## config.mk

```make
export PLATFORM = sky130hd
export DESIGN_NAME = video_test_source
export DESIGN_NICKNAME = d
export VERILOG_FILES = /design/src/rtl/video_pkg.sv /design/src/rtl/video_timing.sv /design/src/rtl/video_test_source.sv
export SDC_FILE = /design/constraint.sdc
export NUM_CORES = 1
export LEC_CHECK = 0
export BUFFER_PORTS_ARGS = -buffer_cell sky130_fd_sc_hd__buf_4
export CAP_MARGIN = 20
export CORE_ASPECT_RATIO = 0.75
export CORE_MARGIN = 4
export CORE_UTILIZATION = 57
export DETAILED_ROUTE_END_ITERATION = 12
export HOLD_SLACK_MARGIN = 0.1
export PLACE_DENSITY = 0.85
export SLEW_MARGIN = 30
export SYNTH_ARGS = -nofsm -noshare
export SYNTH_HDL_FRONTEND = slang
export SYNTH_SLANG_ARGS = --single-unit
```

## constraint.sdc

```tcl
create_clock -name clk -period 4.6 [get_ports clk]
set_input_delay 0.23 -clock clk [delete_from_list [all_inputs] [get_ports clk]]
set_output_delay 0.23 -clock clk [all_outputs]
set_load 0.01 [all_outputs]
```

## src/rtl/video_pkg.sv

```systemverilog
// Shared definitions for the video test source: 720p timing defaults,
// pattern encoding and the colour-bar palette.
package video_pkg;

   localparam int H_ACTIVE_720 = 1280;
   localparam int H_FP_720     = 110;
   localparam int H_SYNC_720   = 40;
   localparam int H_BP_720     = 220;
   localparam int V_ACTIVE_720 = 720;
   localparam int V_FP_720     = 5;
   localparam int V_SYNC_720   = 5;
   localparam int V_BP_720     = 20;

   localparam int H_BITS = 11;
   localparam int V_BITS = 10;

   typedef logic [23:0] rgb_t;

   typedef enum logic [1:0] {
      PAT_SOLID    = 2'd0,
      PAT_BARS     = 2'd1,
      PAT_CHECKER  = 2'd2,
      PAT_GRADIENT = 2'd3
   } pattern_t;

   localparam rgb_t BAR_COLORS [8] = '{
      24'hFFFFFF, 24'hFFFF00, 24'h00FFFF, 24'h00FF00,
      24'hFF00FF, 24'hFF0000, 24'h0000FF, 24'h000000
   };

   // Comparator chain against bar boundaries; avoids a divider on h.
   function automatic logic [2:0] bar_index(input logic [H_BITS-1:0] h, input int bar_w);
      bar_index = 3'd0;
      for (int k = 1; k < 8; k++)
         if (int'(h) >= k * bar_w) bar_index = 3'(k);
   endfunction

endpackage

```

## src/rtl/video_timing.sv

```systemverilog
// Raster timing generator: h/v counters with registered position, valid,
// sync and frame-start outputs, all one clock behind the counter state.
module video_timing
   import video_pkg::*;
#(
   parameter int H_ACTIVE = H_ACTIVE_720,
   parameter int H_FP     = H_FP_720,
   parameter int H_SYNC   = H_SYNC_720,
   parameter int H_BP     = H_BP_720,
   parameter int V_ACTIVE = V_ACTIVE_720,
   parameter int V_FP     = V_FP_720,
   parameter int V_SYNC   = V_SYNC_720,
   parameter int V_BP     = V_BP_720
) (
   input  logic              clk,
   input  logic              rst,
   output logic [H_BITS-1:0] h_pos,
   output logic [V_BITS-1:0] v_pos,
   output logic [H_BITS-1:0] h_count,
   output logic [V_BITS-1:0] v_count,
   output logic              data_valid,
   output logic              hsync,
   output logic              vsync,
   output logic              new_frame
);

   localparam logic [H_BITS-1:0] H_LAST   = H_BITS'(H_ACTIVE + H_FP + H_SYNC + H_BP - 1);
   localparam logic [V_BITS-1:0] V_LAST   = V_BITS'(V_ACTIVE + V_FP + V_SYNC + V_BP - 1);
   localparam logic [H_BITS-1:0] HA_END   = H_BITS'(H_ACTIVE);
   localparam logic [V_BITS-1:0] VA_END   = V_BITS'(V_ACTIVE);
   localparam logic [H_BITS-1:0] HS_START = H_BITS'(H_ACTIVE + H_FP);
   localparam logic [H_BITS-1:0] HS_END   = H_BITS'(H_ACTIVE + H_FP + H_SYNC);
   localparam logic [V_BITS-1:0] VS_START = V_BITS'(V_ACTIVE + V_FP);
   localparam logic [V_BITS-1:0] VS_END   = V_BITS'(V_ACTIVE + V_FP + V_SYNC);

   logic [H_BITS-1:0] h;
   logic [V_BITS-1:0] v;

   assign h_pos = h;
   assign v_pos = v;

   // NOTE: non-blocking assignments let every output capture the pre-edge h/v.
   always_ff @(posedge clk) begin
      if (rst) begin
         h          <= '0;
         v          <= '0;
         h_count    <= '0;
         v_count    <= '0;
         data_valid <= 1'b0;
         hsync      <= 1'b0;
         vsync      <= 1'b0;
         new_frame  <= 1'b0;
      end else begin
         h_count    <= h;
         v_count    <= v;
         data_valid <= (h < HA_END) && (v < VA_END);
         hsync      <= (h >= HS_START) && (h < HS_END);
         vsync      <= (v >= VS_START) && (v < VS_END);
         new_frame  <= (h == '0) && (v == '0);
         if (h == H_LAST) begin
            h <= '0;
            v <= (v == V_LAST) ? '0 : v + 1'b1;
         end else begin
            h <= h + 1'b1;
         end
      end
   end

endmodule

```

## src/rtl/video_test_source.sv

```systemverilog
// Test-pattern pixel source: raster timing plus per-frame pattern latch,
// registered pattern generation and a frame counter.
module video_test_source
   import video_pkg::*;
#(
   parameter int H_ACTIVE = H_ACTIVE_720,
   parameter int H_FP     = H_FP_720,
   parameter int H_SYNC   = H_SYNC_720,
   parameter int H_BP     = H_BP_720,
   parameter int V_ACTIVE = V_ACTIVE_720,
   parameter int V_FP     = V_FP_720,
   parameter int V_SYNC   = V_SYNC_720,
   parameter int V_BP     = V_BP_720
) (
   input  logic              clk,
   input  logic              rst,
   input  logic [1:0]        pattern_sel,
   input  logic [23:0]       solid_color,
   output logic              data_valid,
   output logic [23:0]       pixel_data,
   output logic [H_BITS-1:0] h_count,
   output logic [V_BITS-1:0] v_count,
   output logic              hsync,
   output logic              vsync,
   output logic              new_frame,
   output logic [7:0]        frame_count
);

   localparam int BAR_W = H_ACTIVE / 8;

   logic [H_BITS-1:0] h_pos;
   logic [V_BITS-1:0] v_pos;
   logic              frame_start;
   logic              active;
   logic              seen_frame;
   pattern_t          pat_q;
   pattern_t          pat_cur;
   rgb_t              pix_d;

   video_timing #(
      .H_ACTIVE(H_ACTIVE), .H_FP(H_FP), .H_SYNC(H_SYNC), .H_BP(H_BP),
      .V_ACTIVE(V_ACTIVE), .V_FP(V_FP), .V_SYNC(V_SYNC), .V_BP(V_BP)
   ) u_timing (
      .clk        (clk),
      .rst        (rst),
      .h_pos      (h_pos),
      .v_pos      (v_pos),
      .h_count    (h_count),
      .v_count    (v_count),
      .data_valid (data_valid),
      .hsync      (hsync),
      .vsync      (vsync),
      .new_frame  (new_frame)
   );

   assign frame_start = (h_pos == '0) && (v_pos == '0);
   assign active      = (int'(h_pos) < H_ACTIVE) && (int'(v_pos) < V_ACTIVE);
   // The (0,0) pixel already uses the newly sampled pattern.
   assign pat_cur     = frame_start ? pattern_t'(pattern_sel) : pat_q;

   // NOTE: default first so every path assigns pix_d and no latch is inferred.
   always_comb begin
      pix_d = '0;
      if (active) begin
         case (pat_cur)
            PAT_SOLID:    pix_d = solid_color;
            PAT_BARS:     pix_d = BAR_COLORS[bar_index(h_pos, BAR_W)];
            PAT_CHECKER:  pix_d = (h_pos[4] ^ v_pos[4]) ? 24'hFFFFFF : 24'h000000;
            PAT_GRADIENT: pix_d = {h_pos[7:0], v_pos[7:0], h_pos[7:0] ^ v_pos[7:0]};
            default:      pix_d = '0;
         endcase
      end
   end

   always_ff @(posedge clk) begin
      if (rst) begin
         pat_q       <= PAT_SOLID;
         seen_frame  <= 1'b0;
         frame_count <= '0;
         pixel_data  <= '0;
      end else begin
         pixel_data <= pix_d;
         pat_q      <= pat_cur;
         if (frame_start) begin
            if (seen_frame) frame_count <= frame_count + 1'b1;
            else            seen_frame  <= 1'b1;
         end
      end
   end

endmodule

```

Yosys cells after proc, flatten, opt, wreduce, memory -nomap -nowiden
Memories as Yosys holds them, arrays and structs flattened. Index checks and enable logic that the tools add are counted.

Memories kept: 1. Register bits after elaboration: 81. Bits in read-only memories: 192. Output and inout port bits: 57. Word-level logic and storage cells: 67.

Reduce and logical (&&, ||, !) cells: 11. $lt $le $gt $ge: 16. Add/sub/neg operators: 3. Equal/unequal tests: 5. Bitwise gates (word level): 4. Muxes and demuxes: 15.

Memory list: (no name shown) (depth 8, bits a word 24, rd ports 1, clocked after Yosys merged registers in 0, write ports 0, RTL line video_test_source.sv:67) `PAT_BARS: pix_d = BAR_COLORS[bar_index(h_pos, BAR_W)];`.

Operators with widths (count): $pmux 24 s4 (1); $mux 24 (3); $ge 11x10->1 const B (3); $lt 11x11->1 const B (3); $lt 10x10->1 const B (3); $mux 3 (8); $ge 11x11->1 const B (2); $ge 11x9->1 const B (2); $add 11x1->11 const B (1); $eq 11x11->1 const B (1); $ge 11x8->1 const B (1); $logic_not 11->1 (1); $add 10x1->10 const B (1); $eq 10x10->1 const B (1); $ge 10x10->1 const B (1); $logic_not 10->1 (1); $mux 10 (1); $add 8x1->8 const B (1); $xor 8x8->8 (1); $logic_and 1x1->1 (5); $eq 2x2->1 const B (2); $ge 4x4->1 const B (1); $not 3->4 (1); $reduce_or 2->1 (2); other kinds (7) (7).

Logic depth before layout (Yosys ltp)
Word-level depth: 15. Mapped depth: 9. Depth with buffers taken out: 8.

Hierarchy
From an unflattened synthesis, not the netlist that was laid out.

Cells, all modules: 415. Area, all modules: 3648.5 um2.

Modules (own cells, without submodules): video_timing (area an instance 1838.0 um2, sequential area each 920.9 um2, instances 1, cells an instance 200); video_test_source (area an instance 1810.5 um2, sequential area each 700.7 um2, instances 1, cells an instance 215).

Worst setup path after synthesis
Ideal clock, no wire load.

Path type: reg-to-reg. Start point: reg u_timing.v[1] (netlist: u_timing.v_pos[1]). End point: reg pixel_data[4]. Stages on the path, launching flop included: 9. Arrival time: 2026 ps. Path buffers: 0. Path slack: 2454 ps. Library setup time: 120 ps. Cell sequence: dfxtp_1 inv_1 ha_1 nor3b_1 nand3_2 nor2_4 mux2i_1 nor2b_1 o31a_1.

Cells in the longest elaborated chain, start to end: 5. Elaborated cells between the ends (all ways): 12. Those cells by class: 1 x order compare; 3 x eq/ne; 2 x mux; 1 x bitwise; 5 x reduce/logical.

RTL lines: from (decl) (RTL line video_timing.sv:37) `logic [V_BITS-1:0] v;`; from (signal assigned) (RTL line video_timing.sv:62) `v <= (v == V_LAST) ? '0 : v + 1'b1;`; $logic_not 10->1 (RTL line video_test_source.sv:56) `assign frame_start = (h_pos == '0) && (v_pos == '0);`; $logic_and 1x1->1 (RTL line video_test_source.sv:56); $mux 2 (RTL line video_test_source.sv:59) `assign pat_cur = frame_start ? pattern_t'(pattern_sel) : pat_q;`; $eq 2x2->1 (tied with other cells) (RTL line video_test_source.sv:65) `case (pat_cur)`; $pmux 24 s4 (RTL line video_test_source.sv:65); to (signal assigned) (RTL line video_test_source.sv:82) `pixel_data <= pix_d;`; to (decl) (RTL line video_test_source.sv:20) `output logic [23:0] pixel_data,`.

Parallel ways exist; a longest one is shown, timed or not. A chain may end at the register's enable or synchronous reset.

Worst setup path in the final report
Same ends and word-level chain as after synthesis.

==> results.py <==
metrics = {
    "clock_tree": {
        "cts_tree": "yes",
        "htree_levels": 3,
        "ctsResizeCount": 0,
        "cts_buffer_depth": 2,
        "postCtsSetupRepairBufs": 0,
        "cts_hold_buffers": 0,
        "cts_root_buffer": "clkbuf_8",
        "clk_pin_slew_ns": 0.08,
        "cts_made_buffers": 9,
        "clkSinkCount": 81,
        "clk_latency_ns": 0.35,
    },
    "floorplanning": {
        "start_util_pct": 60.18,
        "coreArea_um2": 5976,
        "fp.dieW_um": 99.72,
        "dieArea_um2": 7657,
        "die_h_um": 76.79,
        "rows": 24,
        "ios": 85,
    },
    "synth": {
        "synthTopCellsByArea": "dfxtp_1, nor2_1, a21oi_1, nand2_1, xor2_1",
        "synthArstFlopShare_pct": 0,
        "ys_ff_latch": 81,
        "synth_top_area_share_pct": 45.09,
        "syn_area_um2": 3596,
        "synth_cell_types": 50,
        "ys.flop_type": "dfxtp_1",
        "synth-edff-count": 0,
        "yosysTopAreaCell": "dfxtp_1",
        "ys_seq_area_share_pct": 45.09,
        "synth.avg_cell_area_um2": 8.857,
        "syn_inst": 406,
        "yosysWarningCount": 0,
        "synth_nets": 442,
    },
    "timing": {
        "rsz0062_at_grt": "false",
        "clock.fmax_mhz": 402.6,
        "hold_viol_final": 0,
        "tightest_slew_ns": 0.7203,
        "fin_crit_sh_pct": 53.99,
        "period_needed_ns": 2.484,
        "drv_slew": 0,
        "fin_tns_setup_ns": 0,
        "setup_violations": 0,
        "fin_hold_ws_ns": 0.1441,
        "max_slew_margin_pct": 51.98,
        "fin_skew_ns": 0.009502,
    },
    "placement": {
        "dp_hpwl_um": 6316,
        "gp_congestion": 0.8941,
        "port-buffer-count": 84,
    },
    "route": {
        "num_vias": 3152,
        "wl_um": 8796,
        "viasPerCell": 5.649,
        "drtIter0Drc": 241,
        "drt_first_pass_iters": 5,
        "antenna_left": 0,
        "routedWlPerCell_um": 15.76,
        "drc": 0,
    },
    "critical_path": {
        "crit_path_end_kind": "flip-flop",
        "critPathArrivalTime_ns": 2.72,
        "cp_max_fo": 24,
        "crit_required_ns": 4.84,
        "path_class": "reg -> reg",
        "start_kind": "flip-flop",
    },
    "power": {
        "clkPwrFrac_pct": 38.2,
        "switching_share_pct": 24.30,
        "peakVddDrop_uv": 214.3,
        "power_leakage_uw": 0.001880,
        "power_switching_uw": 383.1,
        "p_comb_share_pct": 13.5,
        "seqPwrFrac_pct": 48.2,
        "p_per_area_nw_per_um2": 356.0,
        "internal_power_uw": 1193,
    },
    "layout": {
        "synthToLayoutAreaGrowth_pct": 23.14,
        "n_antenna_cell": 0,
        "nets": 512,
        "final_layout_size_suffix_gt1_share_pct": 25.62,
        "num-fill-cells": 441,
    },
    "global_route": {
        "grt_pass1_wl_um": 14480,
        "grt.overflow.total": 0,
        "track_usage_pct": 23.46,
        "grt_pass1_vias": 2914,
        "grt_max_degree": 38,
        "antenna_found_initial": 0,
    },
    "run_status": {
        "status": "completed",
    },
    "worst_hold_path": {
        "hold_class": "in -> reg",
    },
    "job": {
        "max_cap_viol_count": 0,
    },
}
path summary, 6_finish.rpt:
path | endpoint | cells after the start | slack (ns) | from
worst max-delay path | pixel_data[4] | 9 | 2.12 | u_timing.v_pos[1]
worst min-delay path | pixel_data[7] | 3 | 0.14 | solid_color[7]
worst max register to register | pixel_data[4] | 9 | 2.12 | u_timing.v_pos[1]
worst min register to register | frame_count[7] | 2 | 0.54 | frame_count[7]
sequential cells by signal, indices dropped and copies added (netlist names):
register             count
frame_count              8
pat_q                    2
pixel_data              24
seen_frame               1
u_timing.data_valid      1
u_timing.h_count        11
u_timing.h_pos          11
u_timing.hsync           1
u_timing.new_frame       1
u_timing.v_count        10
u_timing.v_pos          10
u_timing.vsync           1
cell type report:
| cell class | instances | area, um^2 | area share, % |
|---|---|---|---|
| multi-input combinational | 287 | 1790 | 40.44 |
| sequential | 81 | 1622 | 36.62 |
| timing repair buffer | 86 | 645.6 | 14.58 |
| clock buffer | 9 | 123.9 | 2.797 |
| clock inverter | 6 | 107.6 | 2.430 |
| tap | 78 | 97.59 | 2.204 |
| inverter | 11 | 41.29 | 0.9325 |
metal layers:
| layer | global-route usage [%] | wire (um) | up-vias |
|---|---|---|---|
| met4 | 5.730 | 58 | 0 |
| met2 | 36.22 | 3929 | 163 |
| met5 | 0 | 0 | - |
| li1 | - | - | 1508 |
| met3 | 6.165 | 862 | 9 |
| met1 | 32.67 | 3945 | 1472 |
critical path, stage by stage (launching register included):
cell and delay [ns]:
dfxtp_1 0.39, inv_1 0.17, ha_1 0.19, nor3b_1 0.33, nand3_2 0.20, nor2_4 0.22, mux2i_1 0.22, buf_4 0.27
nor2b_1 0.09, o31a_1 0.31
cell usage in the layout, fill, tap and decap left out, types with 2 or more instances in the layout:
cell type | Yosys | routed
buf_4 | 1 | 86
o21ai_1 | 14 | 14
and2_1 | 4 | 4
clkinv_2 | 0 | 2
nand2_1 | 43 | 43
bufinv_16 | 0 | 3
nand4_1 | 11 | 11
clkbuf_8 | 0 | 9
nand3_2 | 2 | 2
xnor2_1 | 13 | 13
nor3_4 | 2 | 2
nor2_2 | 2 | 2
and3_1 | 5 | 5
nand3_1 | 6 | 6
dfxtp_1 | 81 | 81
or3_1 | 2 | 2
nor2_1 | 50 | 50
nor4_2 | 2 | 2
mux2i_1 | 6 | 6
a221oi_1 | 2 | 2
ha_1 | 8 | 8
o21ai_0 | 18 | 18
nand4_4 | 2 | 2
a21oi_1 | 33 | 33
nor3b_1 | 3 | 3
xor2_1 | 18 | 18
nor3_1 | 4 | 4
a31o_2 | 2 | 2
inv_1 | 11 | 11
nor2b_1 | 17 | 17
Yosys cell counts, types with 2 or more instances:
cell type  instances
buf_2             11
and2_1             4
nor4_2             2
nor3_1             4
nor3_4             2
xor2_1            18
nor2_2             2
a21oi_1           33
nand4_1           11
nor2_1            50
a31o_2             2
nand4_4            2
mux2i_1            6
o21ai_1           14
buf_1              2
o21ai_0           18
nand3_1            6
nand2_1           43
xnor2_1           13
and3_1             5
clkbuf_1           9
inv_1             11
ha_1               8
buf_6              3
or3_1              2
dfxtp_1           81
nand3_2            2
nor2b_1           17
a221oi_1           2
nor3b_1            3
cells by family (layout without fill, tap and decap cells):
family | Yosys count | in the layout | synth area share (%)
AO/OA/AOI/OAI | 78 | 78 | 12.77
XOR/XNOR | 31 | 31 | 7.550
adder cells (fa/ha/maj) | 8 | 8 | 2.784
buffers and inverters | 38 | 112 | 5.115
flip-flops | 81 | 81 | 45.09
multiplexers | 7 | 7 | 1.983
AND/OR/NAND/NOR | 163 | 163 | 24.70
per-stage QoR:
step | area [um^2] | total power [uW] | instances | setup slack [ns] | utilization (%)
5_1_grt | 4428 | 1635 | 558 | 1.978 | 74.10
3_5_place_dp | 4197 | 987.5 | 543 | 2.223 | 70.23
2_1_floorplan | 3596 | 895.2 | 406 | 2.454 | -
3_3_place_gp | 4197 | 982.9 | 543 | 2.327 | 70.23
6_report | 4428 | 1576 | 558 | 2.116 | 74.10
4_1_cts | 4428 | 1581 | 558 | 2.149 | 74.10
power by group through the flow:
stage          Clock, uW  Sequential, uW  Combinational [uW]
2_1_floorplan          0             790                 106
3_3_place_gp           0             776                 207
3_5_place_dp           0             777                 211
4_1_cts              607             760                 213
5_1_grt              638             764                 232
6_report             602             761                 213
No activity file was read; power rests on OpenSTA's default activity.
